--- src/rtl/fp_operand_loader.sv ---
// -----------------------------------------------------------------------------
// fp_operand_loader
//   Byte-serial front end for the floating-point add/sub unit. Two operands
//   (A then B, MSB byte first) are assembled from an 8-bit valid/ready stream.
//   The add/sub select is latched with the first byte of a frame. The complete
//   frame {out_a, out_b, out_sub} is presented behind a valid/ready handshake
//   and held stable until downstream accepts it.
//
//   Optional feature macro: FP_LOADER_TIMEOUT_EN
//     When defined, a partial frame that sits idle for TIMEOUT_CYCLES cycles
//     is discarded and frame_err pulses for one cycle. When undefined,
//     frame_err is tied low and a partial frame waits indefinitely.
//
// Ports
//   clk        in   rising-edge clock
//   rst_n      in   asynchronous active-low reset
//   in_data    in   operand byte
//   in_valid   in   in_data valid
//   in_ready   out  loader accepts a byte this cycle (low while presenting)
//   in_sub     in   op select, sampled with the first byte of a frame
//   out_a      out  operand A
//   out_b      out  operand B
//   out_sub    out  op select (1 = A-B)
//   out_valid  out  outputs hold a complete frame
//   out_ready  in   downstream accepts the frame
//   frame_err  out  one-cycle pulse when a partial frame is discarded
// -----------------------------------------------------------------------------
module fp_operand_loader #(
    parameter int WIDTH          = 32,
    parameter int TIMEOUT_CYCLES = 255
) (
    input  logic             clk,
    input  logic             rst_n,
    input  logic [7:0]       in_data,
    input  logic             in_valid,
    output logic             in_ready,
    input  logic             in_sub,
    output logic [WIDTH-1:0] out_a,
    output logic [WIDTH-1:0] out_b,
    output logic             out_sub,
    output logic             out_valid,
    input  logic             out_ready,
    output logic             frame_err
);

    localparam int BYTES = WIDTH / 8;
    localparam int CNT_W = (BYTES > 1) ? $clog2(BYTES) : 1;
    localparam logic [CNT_W-1:0] LAST_BYTE = CNT_W'(BYTES - 1);

    typedef enum logic [1:0] {
        LOAD_A  = 2'd0,
        LOAD_B  = 2'd1,
        PRESENT = 2'd2
    } state_t;

    state_t           state_r;
    state_t           state_next_s;
    logic [CNT_W-1:0] cnt_r;
    logic [CNT_W-1:0] cnt_next_s;
    logic             accept_s;
    logic             last_byte_s;
    logic             abort_s;
    logic             load_a_s;
    logic             load_b_s;
    logic             frame_start_s;
    logic [WIDTH-1:0] out_a_r;
    logic [WIDTH-1:0] out_b_r;
    logic             out_sub_r;
    logic             out_valid_r;

    // Shift one byte in at the LSB end; written without a part-select so
    // WIDTH = 8 stays legal.
    function automatic logic [WIDTH-1:0] shift_byte(input logic [WIDTH-1:0] cur,
                                                    input logic [7:0]       b);
        logic [WIDTH-1:0] t;
        t      = cur << 8;
        t[7:0] = b;
        return t;
    endfunction

    assign in_ready      = (state_r != PRESENT);
    assign accept_s      = in_valid && in_ready;
    assign last_byte_s   = (cnt_r == LAST_BYTE);
    // An abort in the same cycle as an accepted byte drops that byte.
    assign load_a_s      = accept_s && !abort_s && (state_r == LOAD_A);
    assign load_b_s      = accept_s && !abort_s && (state_r == LOAD_B);
    assign frame_start_s = load_a_s && (cnt_r == {CNT_W{1'b0}});

    assign out_a     = out_a_r;
    assign out_b     = out_b_r;
    assign out_sub   = out_sub_r;
    assign out_valid = out_valid_r;

`ifdef FP_LOADER_TIMEOUT_EN
    localparam int IDLE_W = $clog2(TIMEOUT_CYCLES + 1);

    logic [IDLE_W-1:0] idle_r;
    logic              mid_frame_s;
    logic              frame_err_r;

    assign mid_frame_s = (state_r == LOAD_B) ||
                         ((state_r == LOAD_A) && (cnt_r != {CNT_W{1'b0}}));
    // The abort is decided by the registered count alone, so it also wins
    // over a byte arriving in the same cycle.
    assign abort_s     = (idle_r == IDLE_W'(TIMEOUT_CYCLES));
    assign frame_err   = frame_err_r;

    // Idle counter: counts mid-frame cycles without an accepted byte.
    always_ff @(posedge clk or negedge rst_n) begin
        if (!rst_n) begin
            idle_r      <= {IDLE_W{1'b0}};
            frame_err_r <= 1'b0;
        end else begin
            frame_err_r <= abort_s;
            if (abort_s || accept_s || !mid_frame_s) begin
                idle_r <= {IDLE_W{1'b0}};
            end else begin
                idle_r <= idle_r + IDLE_W'(1);
            end
        end
    end
`else
    assign abort_s   = 1'b0;
    assign frame_err = 1'b0;
`endif

    // Next-state and byte-counter logic.
    always_comb begin
        state_next_s = state_r;
        cnt_next_s   = cnt_r;
        if (abort_s) begin
            state_next_s = LOAD_A;
            cnt_next_s   = {CNT_W{1'b0}};
        end else begin
            case (state_r)
                LOAD_A: begin
                    if (accept_s) begin
                        if (last_byte_s) begin
                            state_next_s = LOAD_B;
                            cnt_next_s   = {CNT_W{1'b0}};
                        end else begin
                            cnt_next_s = cnt_r + CNT_W'(1);
                        end
                    end else begin
                        cnt_next_s = cnt_r;
                    end
                end
                LOAD_B: begin
                    if (accept_s) begin
                        if (last_byte_s) begin
                            state_next_s = PRESENT;
                            cnt_next_s   = {CNT_W{1'b0}};
                        end else begin
                            cnt_next_s = cnt_r + CNT_W'(1);
                        end
                    end else begin
                        cnt_next_s = cnt_r;
                    end
                end
                PRESENT: begin
                    if (out_ready) begin
                        state_next_s = LOAD_A;
                    end else begin
                        state_next_s = PRESENT;
                    end
                end
                default: begin
                    state_next_s = LOAD_A;
                    cnt_next_s   = {CNT_W{1'b0}};
                end
            endcase
        end
    end

    // State, counter and output-valid registers.
    always_ff @(posedge clk or negedge rst_n) begin
        if (!rst_n) begin
            state_r     <= LOAD_A;
            cnt_r       <= {CNT_W{1'b0}};
            out_valid_r <= 1'b0;
        end else begin
            state_r     <= state_next_s;
            cnt_r       <= cnt_next_s;
            out_valid_r <= (state_next_s == PRESENT);
        end
    end

    // Operand shift registers and op-select capture.
    always_ff @(posedge clk or negedge rst_n) begin
        if (!rst_n) begin
            out_a_r   <= {WIDTH{1'b0}};
            out_b_r   <= {WIDTH{1'b0}};
            out_sub_r <= 1'b0;
        end else begin
            if (load_a_s) begin
                out_a_r <= shift_byte(out_a_r, in_data);
            end
            if (load_b_s) begin
                out_b_r <= shift_byte(out_b_r, in_data);
            end
            if (frame_start_s) begin
                out_sub_r <= in_sub;
            end
        end
    end

endmodule

--- config.mk ---
export PLATFORM = sky130hd
export DESIGN_NAME = fp_operand_loader
export DESIGN_NICKNAME = d
export VERILOG_FILES = /design/src/rtl/fp_operand_loader.sv
export SDC_FILE = /design/constraint.sdc
export NUM_CORES = 1
export LEC_CHECK = 0
export BUFFER_PORTS_ARGS = -buffer_cell sky130_fd_sc_hd__buf_2
export CAP_MARGIN = 20
export CORE_ASPECT_RATIO = 1.5
export CORE_UTILIZATION = 50
export DETAILED_ROUTE_END_ITERATION = 10
export GPL_ROUTABILITY_DRIVEN = 0
export PLACE_DENSITY = 0.78
export SYNTH_ARGS = -nofsm -noshare
export SYNTH_HDL_FRONTEND = slang
export SYNTH_SLANG_ARGS = --single-unit
--- constraint.sdc ---
create_clock -name clk -period 4 [get_ports clk]
set_input_delay 0.8 -clock clk [delete_from_list [all_inputs] [get_ports clk]]
set_output_delay 0.8 -clock clk [all_outputs]
set_load 0.03 [all_outputs]
---- Word level (Yosys, flattened, before mapping) ----
Cells that the tools add are included.
storage, ports and cells
  flip-flop bits (word level) ............. 70
  logic and storage cells ................. 31
cells by class
  reductions and logical operators ........ 8
  bitwise gates (word level) .............. 1
  equal/unequal tests ..................... 6
  add/subtract/negate cells ............... 1
  mux-type cells .......................... 9
operators with widths
  operator             number
  $mux 2               7
  $eq 2x2->1 const B   3
  $pmux 2 s3           1
  $logic_and 1x1->1    4
  $logic_not 2->1      2
  $pmux 2 s2           1
  $add 2x1->2 const B  1
  $eq 2x1->1 const B   1
  $ne 2x1->1 const B   1
  $ne 2x2->1 const B   1
  $reduce_and 2->1     1
  $reduce_or 2->1      1
  $not 1->1            1

---- Logic depth before layout (Yosys ltp) ----
  depth in word-level cells ............... 5
  depth in mapped cells ................... 4
  mapped depth without buffers ............ 4

---- Worst setup path after synthesis ----
OpenSTA, ideal clock, no wires.
  path kind ............................... input-to-reg
  start ................................... input in_valid
  end ..................................... register out_a_r[0], in the netlist out_a[0]
  data arrival time ....................... 1,743 ps
  cell stages on the path ................. 4
  setup time .............................. 125 ps
  setup slack ............................. 2,132 ps
  cell sequence ........................... buf_4 nor3b_4 buf_6 mux2_2
on the way
  cells in the longest elaborated chain, start to end .. 2
ends and longest elaborated chain
  item                  RTL line  source
  start, declared       35        input logic in_valid,
  $logic_and 1x1->1     82        assign accept_s = in_valid && in_ready;
  $logic_and 1x1->1     85        assign load_a_s = accept_s && !abort_s && (state_r == LOAD_A);
  end signal, assigned  191       out_a_r <= {WIDTH{1'b0}};
  end signal, assigned  196       out_a_r <= shift_byte(out_a_r, in_data);
  end, declared         66        logic [WIDTH-1:0] out_a_r;
Every way passes these cells.
A chain may end at the register's enable or synchronous reset.

---- Final worst setup path ----
  start ................................... register state_r[0]
  end ..................................... output in_ready
on the way
  cells in the longest elaborated chain, start to end .. 1
ends and longest elaborated chain
  item                    RTL line  source
  start, declared         56        state_t state_r;
  start signal, assigned  182       state_r <= state_next_s;
  $ne 2x2->1              81        assign in_ready = (state_r != PRESENT);
  end, declared           36        output logic in_ready,
Every way passes these cells.

==> impl_metrics.tcl <==
set metrics [dict create \
    rows 32 \
    worstMarginPinSlew_ns 0.779 \
    grt_remaining_overflow 0 \
    endpoint_kind "primary output" \
    synth.area.top_cells "dfrtp_1 64%, mux2_2 25%, mux2_1 2.1%, buf_6 1.2%, buf_2 0.92%" \
    die_width_um 62.4 \
    insertion_delay_ns 0.33 \
    min_period_ns 2.10 \
    avgSynthCellArea_um2 16.6 \
    hold_class "register to register" \
    max_slew_margin 0.481 \
    start_util 0.525 \
    worstPathArrival_ns 1.30 \
    critical_path.slowest_cell "dfrtp_1" \
    synth_nets 180 \
    hold_buffers 0 \
    crit_path_max_incr_delay_ns 0.53 \
    synth_top_area_cell "dfrtp_1" \
    cts_htree_levels 3 \
    vias 1582 \
    yosysWarnings 0 \
    synth_edf_count 0 \
    stdcell_count 320 \
    antenna_found_initial 0 \
    dp.cells 304 \
    finalWirelength_um 4550 \
    drt_iter0_markers 22 \
    yosysMostFrequentCell "dfrtp_1" \
    cts_buffer_depth 2 \
    syn-cell-area_um2 2730 \
    drive_gt1_frac 0.639 \
    drc 0 \
    synthToLayoutAreaGrowth_pct 22.8 \
    synth-main-ff-cell "dfrtp_1" \
    cts.clk_slew.worst_paths_ns 0.07 \
    required_ns 3.20 \
    avgViaCountPerCell 4.94 \
    ff2ff_setup_slack_ns 2.39 \
    finalHoldViolCount 0 \
    dieArea_um2 5770 \
    grt_max_degree 38 \
    antenna_cells 0 \
    post_cts_buffers 0 \
    ant_nets 0 \
    yosys_register_bits 70 \
    fill_cells 429 \
    clockRootBuffer "clkbuf_8" \
    hold_depth 1 \
    crit_chain "nand2b_1, buf_2" \
    yosysSeqAreaShare 0.641 \
    cts_tree "yes" \
    ios 81 \
    hpwl_um 3220 \
    period_share 0.524 \
    core_um2 5200 \
    fp.dieH_um 92.5 \
    post_cts_resized 0 \
    grt_pass1_vias 1516 \
    grt_util_all_layers 0.171 \
    numPortBuffers 79 \
    maxCapViolCount 0 \
    setup_tns_ns 0 \
    stdcell_area_um2 3350 \
    finalNetCount 262 \
    min_to "out_b[26]" \
    ys_async_sr_fraction 1.00 \
    dpl_cell_area_um2 3150 \
    cts_buffers 9 \
    wire_per_inst_um 14.2 \
    cts.sinks 70 \
    startpoint_type "register" \
    grt_setup_unrepaired "no" \
    status "completed" \
    synth_cells 165 \
    reg2reg_to "out_a[6]" \
    finClkSkew_ns 0.00801 \
    crit_type "register to primary output" \
    grt_pass1_wl_um 7480 \
    max_freq_mhz 477 \
    dr.pass1.iters 2 \
    r2r_start "state_r[0]" \
    path_max_fanout 8 \
    r2r_cells 3 \
    synth_top_area_share 0.641 \
    drv_slew 0 \
    yosys.cell_types.count 21 \
    min-delay-start "out_b[26]" \
    synthTopCellsByCount "70 x dfrtp_1, 61 x mux2_2, 5 x buf_2, 5 x mux2_1" \
    setup_viol_count_final 0 \
]
-- logic make-up (layout without fill, tap and decap cells) --
family          after synthesis  after routing  synth area share
mux                          67             67             0.276
fa+ha+maj                     2              2           0.00916
simple gates                  7              7            0.0298
flops                        70             70             0.641
other cells                   1              1           0.00137
buf+inv                      12             99            0.0298
compound gates                6              6            0.0133
-- placed cells by master (no fill, tap or decap), types with 2 or more instances in the layout --
cell / instances
buf_4: 2
clkbuf_8: 11
mux2_2: 61
dfrtp_1: 70
inv_1: 2
ha_1: 2
mux2_1: 5
o21ai_0: 3
buf_2: 79
clkinv_2: 3
-- layout make-up --
type	count	area (µm²)	share of cell area
clock inverters	4	45.0	0.0134
inverters	2	7.51	0.00224
flip-flops and latches	70	1750	0.522
clock buffers	12	155	0.0463
repair buffers	81	410	0.122
multi-input cells	83	900	0.268
well taps	68	85.1	0.0254
-- stage by stage --
step / hold WS [ns] / setup slack, ns / util
2_1_floorplan: 0.504 / 2.13 / -
3_3_place_gp: 0.468 / 1.93 / 0.606
3_5_place_dp: 0.484 / 1.91 / 0.606
4_1_cts: 0.499 / 1.89 / 0.644
5_1_grt: 0.512 / 1.81 / 0.644
6_report: 0.492 / 1.90 / 0.644
-- registers in the layout, summed over array words and instances, names as in the netlist --
signal and flops:
out_b 32, out_a 32, state_r 2, out_valid 1, out_sub 1, cnt_r 2
-- critical path: cells and delay by family (launching register included) --
kind | cells | cell delay, ns
AND/OR/NAND/NOR | 1 | 0.22
buffers and inverters | 1 | 0.22
flip-flops | 1 | 0.53
-- layer usage --
| metal | track usage | routed length [µm] | vias to the layer above |
|---|---|---|---|
| li1 | - | - | 739 |
| met1 | 0.224 | 2030 | 787 |
| met2 | 0.263 | 2260 | 54 |
| met3 | 0.0468 | 229 | 2 |
| met4 | 0.0814 | 29 | 0 |
| met5 | 0 | 0 | - |
-- worst max-delay path by stage --
stage	startpoint	to	slack [ns]	cells after the start
floorplan	in_valid	out_a[0]	2.13	4
global placement	in_valid	out_a[14]	1.93	4
detailed placement	in_valid	out_a[6]	1.91	4
CTS	state_r[0]	in_ready	1.89	2
global route	state_r[0]	in_ready	1.81	2
finish	state_r[0]	in_ready	1.90	2
Power is not shown: default switching activity piles up to over one toggle a cycle in this logic, so the estimate is an artifact.
